$ cat src/rtl/sd_cmd_engine.sv
// SD CMD-line transaction engine: frames and shifts out a 48-bit command with CRC7 and
// optionally receives and checks a 48-bit response. All line activity advances on bit_tick.
module sd_cmd_engine #(
   parameter int unsigned PRE_BITS     = 8,
   parameter int unsigned RESP_TIMEOUT = 64
) (
   input  logic        clk,
   input  logic        rst_n,
   input  logic        bit_tick,
   input  logic        start,
   input  logic [5:0]  cmd_index,
   input  logic [31:0] cmd_arg,
   input  logic        expect_resp,
   output logic        busy,
   output logic        done,
   output logic [5:0]  resp_index,
   output logic [31:0] resp_arg,
   output logic        resp_crc_err,
   output logic        timeout,
   output logic        sd_cmd_out,
   output logic        sd_cmd_oe,
   input  logic        sd_cmd_in
);

   localparam int unsigned PW = $clog2(PRE_BITS + 1);
   localparam int unsigned WW = (RESP_TIMEOUT > 1) ? $clog2(RESP_TIMEOUT) : 1;

   typedef enum logic [2:0] {StIdle, StPre, StSend, StWait, StRecv, StFin} state_e;

   state_e        state_q, state_d;
   logic [PW-1:0] pre_q, pre_d;
   logic [WW-1:0] wait_q, wait_d;
   logic [5:0]    bit_q, bit_d;
   logic [39:0]   tx_q, tx_d;
   logic [45:0]   rx_q, rx_d;
   logic [6:0]    crc_q, crc_d;
   logic          exp_q, exp_d;
   logic          out_q, out_d;
   logic [5:0]    resp_index_q, resp_index_d;
   logic [31:0]   resp_arg_q, resp_arg_d;
   logic          err_q, err_d;
   logic          tmo_q, tmo_d;

   function automatic logic [6:0] crc7_step(input logic [6:0] crc, input logic b);
      logic fb;
      fb = b ^ crc[6];
      return {crc[5:0], 1'b0} ^ (fb ? 7'h09 : 7'h00);
   endfunction

   assign busy         = (state_q == StPre) || (state_q == StSend) ||
                         (state_q == StWait) || (state_q == StRecv);
   assign done         = (state_q == StFin);
   assign sd_cmd_oe    = (state_q == StPre) || (state_q == StSend);
   assign sd_cmd_out   = out_q;
   assign resp_index   = resp_index_q;
   assign resp_arg     = resp_arg_q;
   assign resp_crc_err = err_q;
   assign timeout      = tmo_q;

   always_comb begin
      state_d      = state_q;
      pre_d        = pre_q;
      wait_d       = wait_q;
      bit_d        = bit_q;
      tx_d         = tx_q;
      rx_d         = rx_q;
      crc_d        = crc_q;
      exp_d        = exp_q;
      out_d        = out_q;
      resp_index_d = resp_index_q;
      resp_arg_d   = resp_arg_q;
      err_d        = err_q;
      tmo_d        = tmo_q;

      unique case (state_q)
         StIdle: ;
         StFin:  state_d = StIdle;
         StPre: begin
            if (bit_tick) begin
               if (pre_q == PW'(PRE_BITS)) begin
                  // This tick closes the last preamble period and opens the start bit.
                  state_d = StSend;
                  out_d   = tx_q[39];
                  crc_d   = crc7_step(7'h00, tx_q[39]);
                  tx_d    = {tx_q[38:0], 1'b0};
                  bit_d   = 6'd47;
               end else begin
                  pre_d = pre_q + 1'b1;
               end
            end
         end
         StSend: begin
            if (bit_tick) begin
               if (bit_q == 6'd0) begin
                  out_d   = 1'b1;
                  wait_d  = '0;
                  state_d = exp_q ? StWait : StFin;
               end else begin
                  bit_d = bit_q - 6'd1;
                  if (bit_q > 6'd8) begin
                     out_d = tx_q[39];
                     crc_d = crc7_step(crc_q, tx_q[39]);
                     tx_d  = {tx_q[38:0], 1'b0};
                  end else if (bit_q > 6'd1) begin
                     out_d = crc_q[6];
                     crc_d = {crc_q[5:0], 1'b0};
                  end else begin
                     out_d = 1'b1;
                  end
               end
            end
         end
         StWait: begin
            if (bit_tick) begin
               if (!sd_cmd_in) begin
                  // Start bit is zero, so the CRC state after it is still zero.
                  state_d = StRecv;
                  bit_d   = 6'd46;
                  crc_d   = 7'h00;
                  rx_d    = '0;
               end else if (wait_q == WW'(RESP_TIMEOUT - 1)) begin
                  tmo_d   = 1'b1;
                  state_d = StFin;
               end else begin
                  wait_d = wait_q + 1'b1;
               end
            end
         end
         StRecv: begin
            if (bit_tick) begin
               rx_d = {rx_q[44:0], sd_cmd_in};
               if (bit_q >= 6'd8) crc_d = crc7_step(crc_q, sd_cmd_in);
               if (bit_q == 6'd0) begin
                  // rx_q now holds response bits 46..1.
                  err_d        = (crc_q != rx_q[6:0]) | ~sd_cmd_in | rx_q[45];
                  resp_index_d = rx_q[44:39];
                  resp_arg_d   = rx_q[38:7];
                  state_d      = StFin;
               end else begin
                  bit_d = bit_q - 6'd1;
               end
            end
         end
         default: state_d = StIdle;
      endcase

      if (start && !busy) begin
         state_d      = StPre;
         pre_d        = '0;
         tx_d         = {2'b01, cmd_index, cmd_arg};
         exp_d        = expect_resp;
         out_d        = 1'b1;
         resp_index_d = '0;
         resp_arg_d   = '0;
         err_d        = 1'b0;
         tmo_d        = 1'b0;
      end
   end

   always_ff @(posedge clk or negedge rst_n) begin
      if (!rst_n) begin
         state_q      <= StIdle;
         pre_q        <= '0;
         wait_q       <= '0;
         bit_q        <= '0;
         tx_q         <= '0;
         rx_q         <= '0;
         crc_q        <= '0;
         exp_q        <= 1'b0;
         out_q        <= 1'b1;
         resp_index_q <= '0;
         resp_arg_q   <= '0;
         err_q        <= 1'b0;
         tmo_q        <= 1'b0;
      end else begin
         state_q      <= state_d;
         pre_q        <= pre_d;
         wait_q       <= wait_d;
         bit_q        <= bit_d;
         tx_q         <= tx_d;
         rx_q         <= rx_d;
         crc_q        <= crc_d;
         exp_q        <= exp_d;
         out_q        <= out_d;
         resp_index_q <= resp_index_d;
         resp_arg_q   <= resp_arg_d;
         err_q        <= err_d;
         tmo_q        <= tmo_d;
      end
   end

endmodule
$ cat config.mk
export PLATFORM = sky130hd
export DESIGN_NAME = sd_cmd_engine
export DESIGN_NICKNAME = d
export VERILOG_FILES = /design/src/rtl/sd_cmd_engine.sv
export SDC_FILE = /design/constraint.sdc
export NUM_CORES = 1
export LEC_CHECK = 0
export CORE_UTILIZATION = 60
export DETAILED_ROUTE_END_ITERATION = 7
export PLACE_DENSITY = 0.87
export SYNTH_ARGS = -nofsm -noshare
export SYNTH_HDL_FRONTEND = slang
export SYNTH_SLANG_ARGS = --single-unit
$ cat constraint.sdc
create_clock -name clk -period 3.1 [get_ports clk]
set_input_delay 0.465 -clock clk [delete_from_list [all_inputs] [get_ports clk]]
set_output_delay 0.465 -clock clk [all_outputs]
set_load 0.02 [all_outputs]
==> results of run 1 <==
## worst paths after layout
check                                    to  startpoint  slack, ps  cells past startpoint
max in group asynchronous          rx_q[15]       rst_n       2170                      2
worst min register to register    wait_q[5]   wait_q[5]        490                      1
worst max-delay path                   busy  state_q[0]        330                      4
worst min-delay path            resp_arg[5]       rst_n        100                      1
worst max register to register     bit_q[0]  state_q[2]        600                      5
min in group clk                  wait_q[5]   wait_q[5]        490                      1
## per-stage QoR
stage | power [mW] | std cells | utilization
4_1_cts | 6.420 | 873 | 0.7402
6_report | 6.403 | 873 | 0.7402
5_1_grt | 6.749 | 873 | 0.7402
2_1_floorplan | 3.937 | 653 | -
3_3_place_gp | 4.239 | 842 | 0.6885
3_5_place_dp | 4.353 | 842 | 0.6885
## cell type report
class	instances	area, um2	area share
multi-input combinational	433	2774	0.3296
timing repair buffer	98	967.2	0.1149
tap	143	178.9	0.02126
inverter	14	52.55	0.006244
clock inverter	10	117.6	0.01398
clock buffer	21	470.5	0.05590
sequential	154	3855	0.4581
## layout by cell type, fill, tap and decap left out, types with 3 or more instances in the layout
master	n
dfrtp_1	153
nand2_1	107
clkdlybuf4s50_1	86
a21oi_1	49
a22o_1	48
and3_1	42
a221o_1	37
nor2_1	20
clkbuf_16	17
o21ai_0	16
inv_1	14
nand3_1	11
buf_4	10
nand2b_1	7
nor3_1	6
xor2_1	6
nand4_1	6
o21ai_1	6
xnor2_1	5
ha_1	5
mux2i_1	4
a21o_1	4
o31ai_1	4
clkinvlp_4	4
or3_1	3
o2111ai_1	3
a31oi_1	3
o211ai_1	3
o22a_1	3
clkbuf_8	3
## kinds of logic (layout without fill, tap and decap cells)
kind of cell / Yosys count / count (layout) / synth area share
adder cells (fa/ha/maj): 5 / 5 / 0.008964
flip-flops: 154 / 154 / 0.5523
AO/OA/AOI/OAI: 188 / 188 / 0.2071
XOR/XNOR: 11 / 11 / 0.01380
multiplexers: 4 / 4 / 0.005737
buffers and inverters: 66 / 143 / 0.05038
AND/OR/NAND/NOR: 225 / 225 / 0.1617
## state kept, by name (all words and copies together) (netlist names), 3 cells and up
name	count
bit_q	6
crc_q	7
pre_q	4
resp_arg	32
resp_index	6
rx_q	46
state_q	3
tx_q	40
wait_q	6
## critical path: stages, from the launching register on
cell and delay (ps):
dfrtp_1 750, nor3_1 150, or2_1 280, inv_1 90
clkdlybuf4s50_1 600
## report_power, final
part | switching [mW] | total, mW | internal, mW
Combinational | 0.932 | 1.67 | 0.737
Clock | 0.804 | 2.05 | 1.24
Sequential | 0.327 | 2.69 | 2.36
## metal layers
| metal | share of wire | wire [um] | track usage |
|---|---|---|---|
| met5 | 0 | 0 | 0 |
| met4 | 0.020 | 305 | 0.1010 |
| met3 | 0.049 | 751 | 0.06817 |
| met2 | 0.50 | 7711 | 0.4420 |
| met1 | 0.43 | 6563 | 0.3580 |
==> impl_metrics.ini, run 1 <==
[status]
run_status = finished clean

[global_route]
grt_util_all_layers = 0.2736
grt-ovfl-total = 0
antenna_found_initial = 0
grt_pass1_wl_um = 24960
grt_pass1_vias = 5104
grt_max_degree = 90

[drt]
wl_um = 15330
route.detailed.drc = 0
vias = 5421
avgRoutedWirePerCell_um = 17.56
vias_per_cell = 6.210
dr.pass1.iters = 5
ant_nets = 0
drtIter0Drc = 445

[sta]
whs_ps = 102.9
drv_slew = 0
slew_headroom = 0.3989
fmax_ghz = 0.3605
hold_viol = 0
worst_pin_slew_ps = 899.7
min_period_over_period = 0.8947
setup_ws_ps = 326.4
rsz0062_at_grt = false
setup_viol = 0
period_needed_ps = 2774
fin_tns_setup_ps = 0
skew_ps = 7.095

[worst_setup_path]
arrival_ps = 2310
endpoint_kind = output port
cp_max_fo = 19
path_class = reg2out
start_kind = flip-flop
crit_required_ps = 2630

[logic_synthesis]
synth.avg_cell_area_um2 = 10.69
syn-cell-area_um2 = 6979
synth_top_area_share = 0.5486
synth_cells = 653
post-synth-top-count-cell = dfrtp_1
ys.flop_type = dfrtp_1
mappedNetlistNets = 702
synth_area_leaders = dfrtp_1, a22o_1, nand2_1
synth_edf_count = 0
synth_seq_cells = 154
synthTopCellsByCount = dfrtp_1, nand2_1, a21oi_1, a22o_1, and3_1
yosysTopAreaCell = dfrtp_1
ys_warn_count = 0
synth-async-reset-ratio = 1.000
ys_seq_area_frac = 0.5523
synth_cell_types = 60

[floorplan]
io_pins = 88
die_area_um2 = 12070
coreArea_um2 = 11370
die_w_um = 109.9
die_h_um = 109.9
initial_core_util = 0.6138
fp-row-count = 39

[worst_hold_path]
hold_path.class = in2async

[placement]
portBuffers = 87
dp_worst_setup_slack_ps = 606.1
place_area_um2 = 7828
dp_hpwl_um = 9645
gp_congestion = 0.9152

[cts]
cts_sinks = 154
cts_resized = 0
root_buffer = clkbuf_16
cts_tree = done
clk_path_buf_depth = 2
cts_made_buffers = 17
htree_num_levels = 4
cts_setup_buffers = 0
clock_latency_ps = 430
clk_pin_slew_ps = 60
hold_buffers = 0

[layout]
nFillCells = 756
syn_to_final_growth_pct = 20.58
drive_gt1_frac = 0.08082
fin_area_um2 = 8416
diodes = 0
fin_nets = 767

[pwr]
powerDensity_nw_per_um2 = 760.9
irDropWorstVdd_mv = 0.6372
p_leak_nw = 3.837

[flow_run]
drv_cap = 0
(Power assumes the default switching activity.)
==> run 2, diff against run 1 <==
- CTS_BUF_LIST: default -> sky130_fd_sc_hd__clkbuf_8 sky130_fd_sc_hd__clkbuf_16
==> run 2 against run 1 <==
Compared with the run above: clock power about the same; worst hold slack better by 0.64 ps; non-clock buffer count unchanged; die area unchanged; power about the same; fmax about the same; first-iteration DRC count unchanged; critical path type unchanged; largest cell class unchanged.
==> impl_metrics.ini, run 2 (synthesis gave the netlist of run 1 again) <==
[layout]
fin_util = 0.7402
final_common_cell = dfrtp_1
regArea_um2 = 3855
fin_nets = 767
drive_gt1_frac = 0.08082
multiInputGateArea_um2 = 2774
syn_to_final_growth_pct = 20.58
largest_reg_flops = 46
mostFrequentLayoutCells = dfrtp_1, nand2_1, clkdlybuf4s50_1
nFillCells = 756
regMostFlops = rx_q
diodes = 0

[worst_setup_path]
r2r_cells = 5
slowest_stage = dfrtp_1
cp_max_fo = 19
slowest_delay_ps = 750
arrival_ps = 2310
path_class = reg2out
critical_path.startpoint = state_q[0]
path_cells = nor3_1, or2_1, inv_1, clkdlybuf4s50_1
timing.rr.start = state_q[2]
rr_endpoint = bit_q[0]
endpoint_kind = output port
regToRegSetupSlack_ps = 600
critical_path_buf_inv_count = 2
crit_required_ps = 2630
start_kind = flip-flop
crit_family = flip-flops

[pwr]
irDropWorstVdd_mv = 0.6360
powerDensity_nw_per_um2 = 760.4
finalPower_mw = 6.399
p_leak_nw = 3.842

[global_route]
grt_util_all_layers = 0.2736
antenna_found_initial = 0
grt_max_degree = 90
grt_pass1_vias = 5104
grt_pass1_wl_um = 24960
grt-ovfl-total = 0

[sta]
rsz0062_at_grt = false
whs_ps = 103.5
period_needed_ps = 2774
drv_slew = 0
skew_ps = 7.095
fmax_ghz = 0.3605
slew_headroom = 0.4053
setup_viol = 0
min_period_over_period = 0.8948
hold_viol = 0
fin_tns_setup_ps = 0
worst_pin_slew_ps = 890.1

[floorplan]
initial_core_util = 0.6138
io_pins = 88
die_h_um = 109.9
die_w_um = 109.9
coreArea_um2 = 11370
die_area_um2 = 12070
fp-row-count = 39

[cts]
clk_path_buf_depth = 2
htree_num_levels = 4
cts_setup_buffers = 0
cts_sinks = 154
root_buffer = clkbuf_16
cts_tree = done
hold_buffers = 0
clock_latency_ps = 430
cts_made_buffers = 17
cts_resized = 0
clk_pin_slew_ps = 60

[placement]
dp_hpwl_um = 9645
portBuffers = 87
gp_congestion = 0.9152

[drt]
ant_nets = 0
avgRoutedWirePerCell_um = 17.55
route.detailed.drc = 0
vias = 5428
vias_per_cell = 6.218
wl_um = 15320
drtIter0Drc = 445
dr.pass1.iters = 5

[worst_hold_path]
hold_path.class = in2async

[status]
run_status = finished clean

[flow_run]
drv_cap = 0
==> run 2: cell types whose count changed in the layout (fill, tap and decap cells not counted), sizes merged <==
| cell | delta |
|---|---|
| clkbuf | -1 |
| inv | +1 |
==> run 2: worst max path at each step <==
stage / slack, ps / cells after the start / end
after CTS: 350 / 4 / busy
after global routing: 180 / 4 / busy
after detailed placement: 610 / 5 / tx_q[11]
final: 330 / 4 / busy
after global placement: 700 / 5 / tx_q[25]
after floorplan: 1060 / 9 / tx_q[10]
==> run 2: power by group <==
part	internal [mW]	total [mW]	switching [mW]
Combinational	0.737	1.67	0.931
Sequential	2.36	2.69	0.327
Clock	1.24	2.04	0.804
Total	4.34	6.40	2.06
==> run 2: layout make-up <==
type / count / share of cell area
inverters: 14 / 0.006244
multi-input cells: 433 / 0.3296
clock buffers: 20 / 0.05546
flip-flops and latches: 154 / 0.4581
well taps: 143 / 0.02126
repair buffers: 98 / 0.1149
clock inverters: 11 / 0.01442
==> run 2: layer usage <==
metal,wire length (um),GRT usage,up-vias
met2,7720,0.4420,184
met1,6519,0.3580,2714
met5,0,0,-
met3,776,0.06817,30
met4,305,0.1010,0
li1,-,-,2500
==> run 2: per-stage QoR <==
stage | instances | area, um2 | setup WS [ps]
after floorplan | 653 | 6979 | 1063
after global placement | 842 | 7828 | 699.9
after detailed placement | 842 | 7828 | 606.1
after CTS | 873 | 8416 | 345.9
after global routing | 873 | 8416 | 176.0
final | 873 | 8416 | 326.2
==> run 2: worst register-to-register path, cell delays in order (launching register included) <==
cell,delay [ps]
dfrtp_1,570
nand2b_1,320
a21o_1,320
o311ai_2,750
mux2i_1,210
a221oi_2,240
==> RTL edit 1, RTL diff (config.mk and constraints of run 1) <==
Reset style: synchronous (`rst_n`), changed in one clocked block.
--- a/src/rtl/sd_cmd_engine.sv
+++ b/src/rtl/sd_cmd_engine.sv
@@ -157,7 +157,7 @@
       end
    end
 
-   always_ff @(posedge clk or negedge rst_n) begin
+   always_ff @(posedge clk) begin
       if (!rst_n) begin
          state_q      <= StIdle;
          pre_q        <= '0;
Formal check against the unedited RTL: differs if rst_n is asserted again (counterexample within 4 cycles, from zero or initial values and one cycle with rst_n low); with rst_n held inactive, the same outputs for 10 cycles.
==> RTL edit 1 against run 1 <==
Routed wire length shrank 3.4%. Design area shrank 5.7%. First-iteration DRC count shrank 26%. Utilization grew 2.2 points. Sequential cell count is the same. Count of clock-buffer cells in the layout is the same. Synthesized area shrank 7.1%. Worst setup slack lost 84 ps.
Power is not compared: it rests on default switching activity, and its combinational part moved more than twofold at a synthesized area within 25%.
==> RTL edit 1: results (changes against run 1) <==
RD Place Congestion 0.8145 (-11%); worst-margin pin slew 850.5 ps (-49.18 ps); Synth area leaders dfxtp_1 48%, nand2_1 7.6%, a22oi_1 5.2%; Synthesized Nets 799 (+14%); FFs w/ async S/R, synth 0% (-100 points); number of fillers in the final layout 674 (-11%); reg2reg start state_q[1]; WP data arrival 2390 ps (+80 ps); global-route wire length before repair 24.44 mm (-2.1%); Wirelength per Cell 15.48 um (-12%); vias in the first global route 5365 (+5.1%); Clock Tree Root clkbuf_8; Main synth FF type dfxtp_1; placed insts 925 (+9.9%); largest net degree at the start of global routing 59 (-34%); Netlist cell types 66 (+10%); Critical R2R Capture rx_q[40]; Hold/Removal Path Class primary input to register; flop2flop setup slack 620 ps (+20 ps); status finished, final reports clean; cell count after synthesis 750 (+15%); Clock Skew 7.677 ps (+0.5819 ps); Post-synth top cells 154 x dfxtp_1, 132 x nand2_1, 76 x nor2_1; Seq/Total Area, Yosys 47.56% (-7.7 points); final cell count without fillers 957 (+9.6%); worst slack, placed 683.7 ps (+77.65 ps); CP max stage cell dfxtp_1
==> RTL edit 1: metal layers <==
metal	global-route usage (%)	part of all wire (%)	up-vias
met4	12.60	2.5	0
li1	-	-	2771
met1	32.66	42	2739
met5	0	0	-
met3	6.254	5.0	40
met2	46.03	50	175
==> RTL edit 1: worst register-to-register path, stage by stage, from the launching register on <==
cell,delay [ps]
dfxtp_1,720
nor2b_1,530
and2_1,370
o211ai_4,90
buf_4,300
a22oi_1,270
nor2_1,80
==> RTL edit 1: final cells by class <==
class                   count  area (sq um)  area share, %
well taps                 136         170.2          2.143
inverters                  11         41.29         0.5201
clock inverters            11         135.1          1.702
clock buffers              21         449.2          5.658
flip-flops and latches    154          3083          38.83
multi-input cells         524          3084          38.85
repair buffers            100         975.9          12.29
==> RTL edit 1: how the worst max path moves through the flow <==
stage	from	to	slack, ps	cells after the start
6_report	state_q[1]	sd_cmd_oe	240	4
5_1_grt	state_q[1]	sd_cmd_oe	90	4
4_1_cts	state_q[1]	sd_cmd_oe	240	4
3_5_place_dp	start	tx_q[6]	680	6
3_3_place_gp	sd_cmd_in	crc_q[3]	720	7
2_1_floorplan	bit_q[0]	tx_q[23]	1110	9
==> RTL edit 1: cell families (layout without fill, tap and decap cells) <==
family | after synthesis | in the layout | synth area share [%]
simple gates | 271 | 271 | 18.74
compound gates | 226 | 226 | 24.40
flops | 154 | 154 | 47.56
buf+inv | 72 | 143 | 5.289
xor+xnor | 18 | 18 | 2.432
fa+ha+maj | 6 | 6 | 1.119
mux | 3 | 3 | 0.4632
==> RTL edit 1: power breakdown <==
part	switching [mW]	total (mW)	internal [mW]
sequential	0.0343	2.06	2.03
clock	0.839	2.04	1.20
combinational	0.185	0.313	0.129
total	1.06	4.42	3.36
==> RTL edit 2, RTL diff (settings of run 1) <==
Made on the original files. `RESP_TIMEOUT`: 64 -> 128.
--- a/src/rtl/sd_cmd_engine.sv
+++ b/src/rtl/sd_cmd_engine.sv
@@ -2,7 +2,7 @@
 // optionally receives and checks a 48-bit response. All line activity advances on bit_tick.
 module sd_cmd_engine #(
    parameter int unsigned PRE_BITS     = 8,
-   parameter int unsigned RESP_TIMEOUT = 64
+   parameter int unsigned RESP_TIMEOUT = 128
 ) (
    input  logic        clk,
    input  logic        rst_n,
Behaviour: no difference found for any inputs over 10 cycles, from zero or initial values and one cycle with rst_n low; that may be too few to reach the edited logic, so the function may still have changed.
==> RTL edit 2 against run 1 <==
Register-to-register slack worse by 310 ps. Critical path depth up 2. Critical endpoint is now tx_q[18]. Maximum frequency shrank 1.2%. Clock skew grew 0.92 ps. Design area fell by 0.74%. Die area shrank 0.68%. Synthesized area decreased by 0.70%. Clock power decreased by 11%. Sequential cell count rose by 1. Critical path type is now register to register. Worst setup slack worse by 32 ps. Routed wire length is 2.4% higher. Power about the same.
==> RTL edit 2: results (changes against run 1) <==
vias in the first global route 5100 (-0.078%); global-route wire length before repair 25.17 mm (+0.83%); M2 GR Usage 44.12% (-0.081 points); Post-synth top cells 154 x dfrtp_1, 104 x nand2_1, 86 x a22o_1; met1 WL 7.003 mm (+6.7%); Vias/cell 6.069 (-2.3%); mux cell area share after synthesis 1.192% (+0.62 points); CP max stage cell and4b_1; flop2flop setup slack 290 ps (-310 ps); Register-to-Register Path Depth 6 (+1); Seq/Total Area, Yosys 55.98% (+0.75 points); status finished, final reports clean; met1 Use GR 37.52% (+1.7 points); slowest stage delay, CP 750 ps (about the same); largest net degree at the start of global routing 71 (-21%); RD Place Congestion 0.8863 (-3.2%); P_leak 3.914 nW (+2.0%); DP HPWL 9.768 mm (+1.3%); Synthesized Nets 697 (-0.71%); Synth area leaders dfrtp_1 56%, a22o_1 11%, nand2_1 5.6%; critical path's top delay family simple AND/OR/NAND/NOR gates; All-Layer GR Usage 27.73% (+0.37 points); worst-margin pin slew 793.6 ps (-106.1 ps); routing usage on met3 7.350% (+0.53 points); share of layout cells above drive strength 1 7.545% (-0.54 points); switching power 2.157 mW (+4.6%); Met3 Wirelength 1.085 mm (+44%); adder-cell share of the synthesized area 0.9027% (+0.0063 points); Wirelength per Cell 18.07 um (+2.9%); top layer in use met4; Final Hold Slack 29.72 ps (-73.17 ps); met2 WL 7.403 mm (-4.0%); Clock Skew 8.013 ps (+0.9184 ps); peak supply drop 0.0006012 V (-5.7%); Crit Path Max Fanout 27 (+8); DR iter-0 viols 420 (-5.6%); Netlist cell types 57 (-5.0%); WP data arrival 3160 ps (+850 ps); Synth Area in Compound Gates 22.40% (+1.7 points)
[RTL edit 2: cells by family (layout without fill, tap and decap cells)]
logic type | count (synthesis) | count (layout)
buffers and inverters | 63 | 144
adders and majority gates | 5 | 5
muxes | 8 | 8
AOI/OAI and AO/OA | 214 | 214
and+or+nand+nor | 186 | 186
xor gates and xnor gates | 17 | 17
DFF | 155 | 155
[RTL edit 2: layout make-up]
| type | instances | area [sq um] |
|---|---|---|
| flip-flops and latches | 155 | 3880 |
| multi-input cells | 430 | 2748 |
| fillers | 707 | 2678 |
| repair buffers | 100 | 982.2 |
| clock buffers | 18 | 439.2 |
| well taps | 140 | 175.2 |
| clock inverters | 12 | 76.32 |
| inverters | 14 | 52.55 |
[RTL edit 2: worst paths after layout]
kind | start | endpoint
setup / recovery | state_q[1] | tx_q[18]
hold / removal | rst_n | tx_q[12]
setup reg to reg | state_q[1] | tx_q[18]
hold reg to reg | tx_q[7] | tx_q[7]
max in group asynchronous | rst_n | sd_cmd_out
min in group clk | tx_q[7] | tx_q[7]
[RTL edit 2: per-stage QoR]
stage	power, mW	util (%)	instances	worst slack, ps	instance area, sq um
2_1_floorplan	4.155	-	648	1031	6930
3_3_place_gp	4.455	71.05	839	526.9	7838
3_5_place_dp	4.570	71.05	839	388.8	7838
4_1_cts	6.434	75.73	869	356.9	8353
5_1_grt	6.729	75.73	869	159.6	8353
6_report	6.409	75.73	869	293.9	8353
[RTL edit 2: power by group through the flow]
stage                     clock network [mW]  logic [mW]  registers, mW
after floorplan                            0        1.53           2.62
after detailed placement                   0        1.81           2.76
after global placement                     0        1.72           2.73
final                                   1.83        1.84           2.74
after CTS                               1.86        1.84           2.74
after global routing                    1.94        2.00           2.79
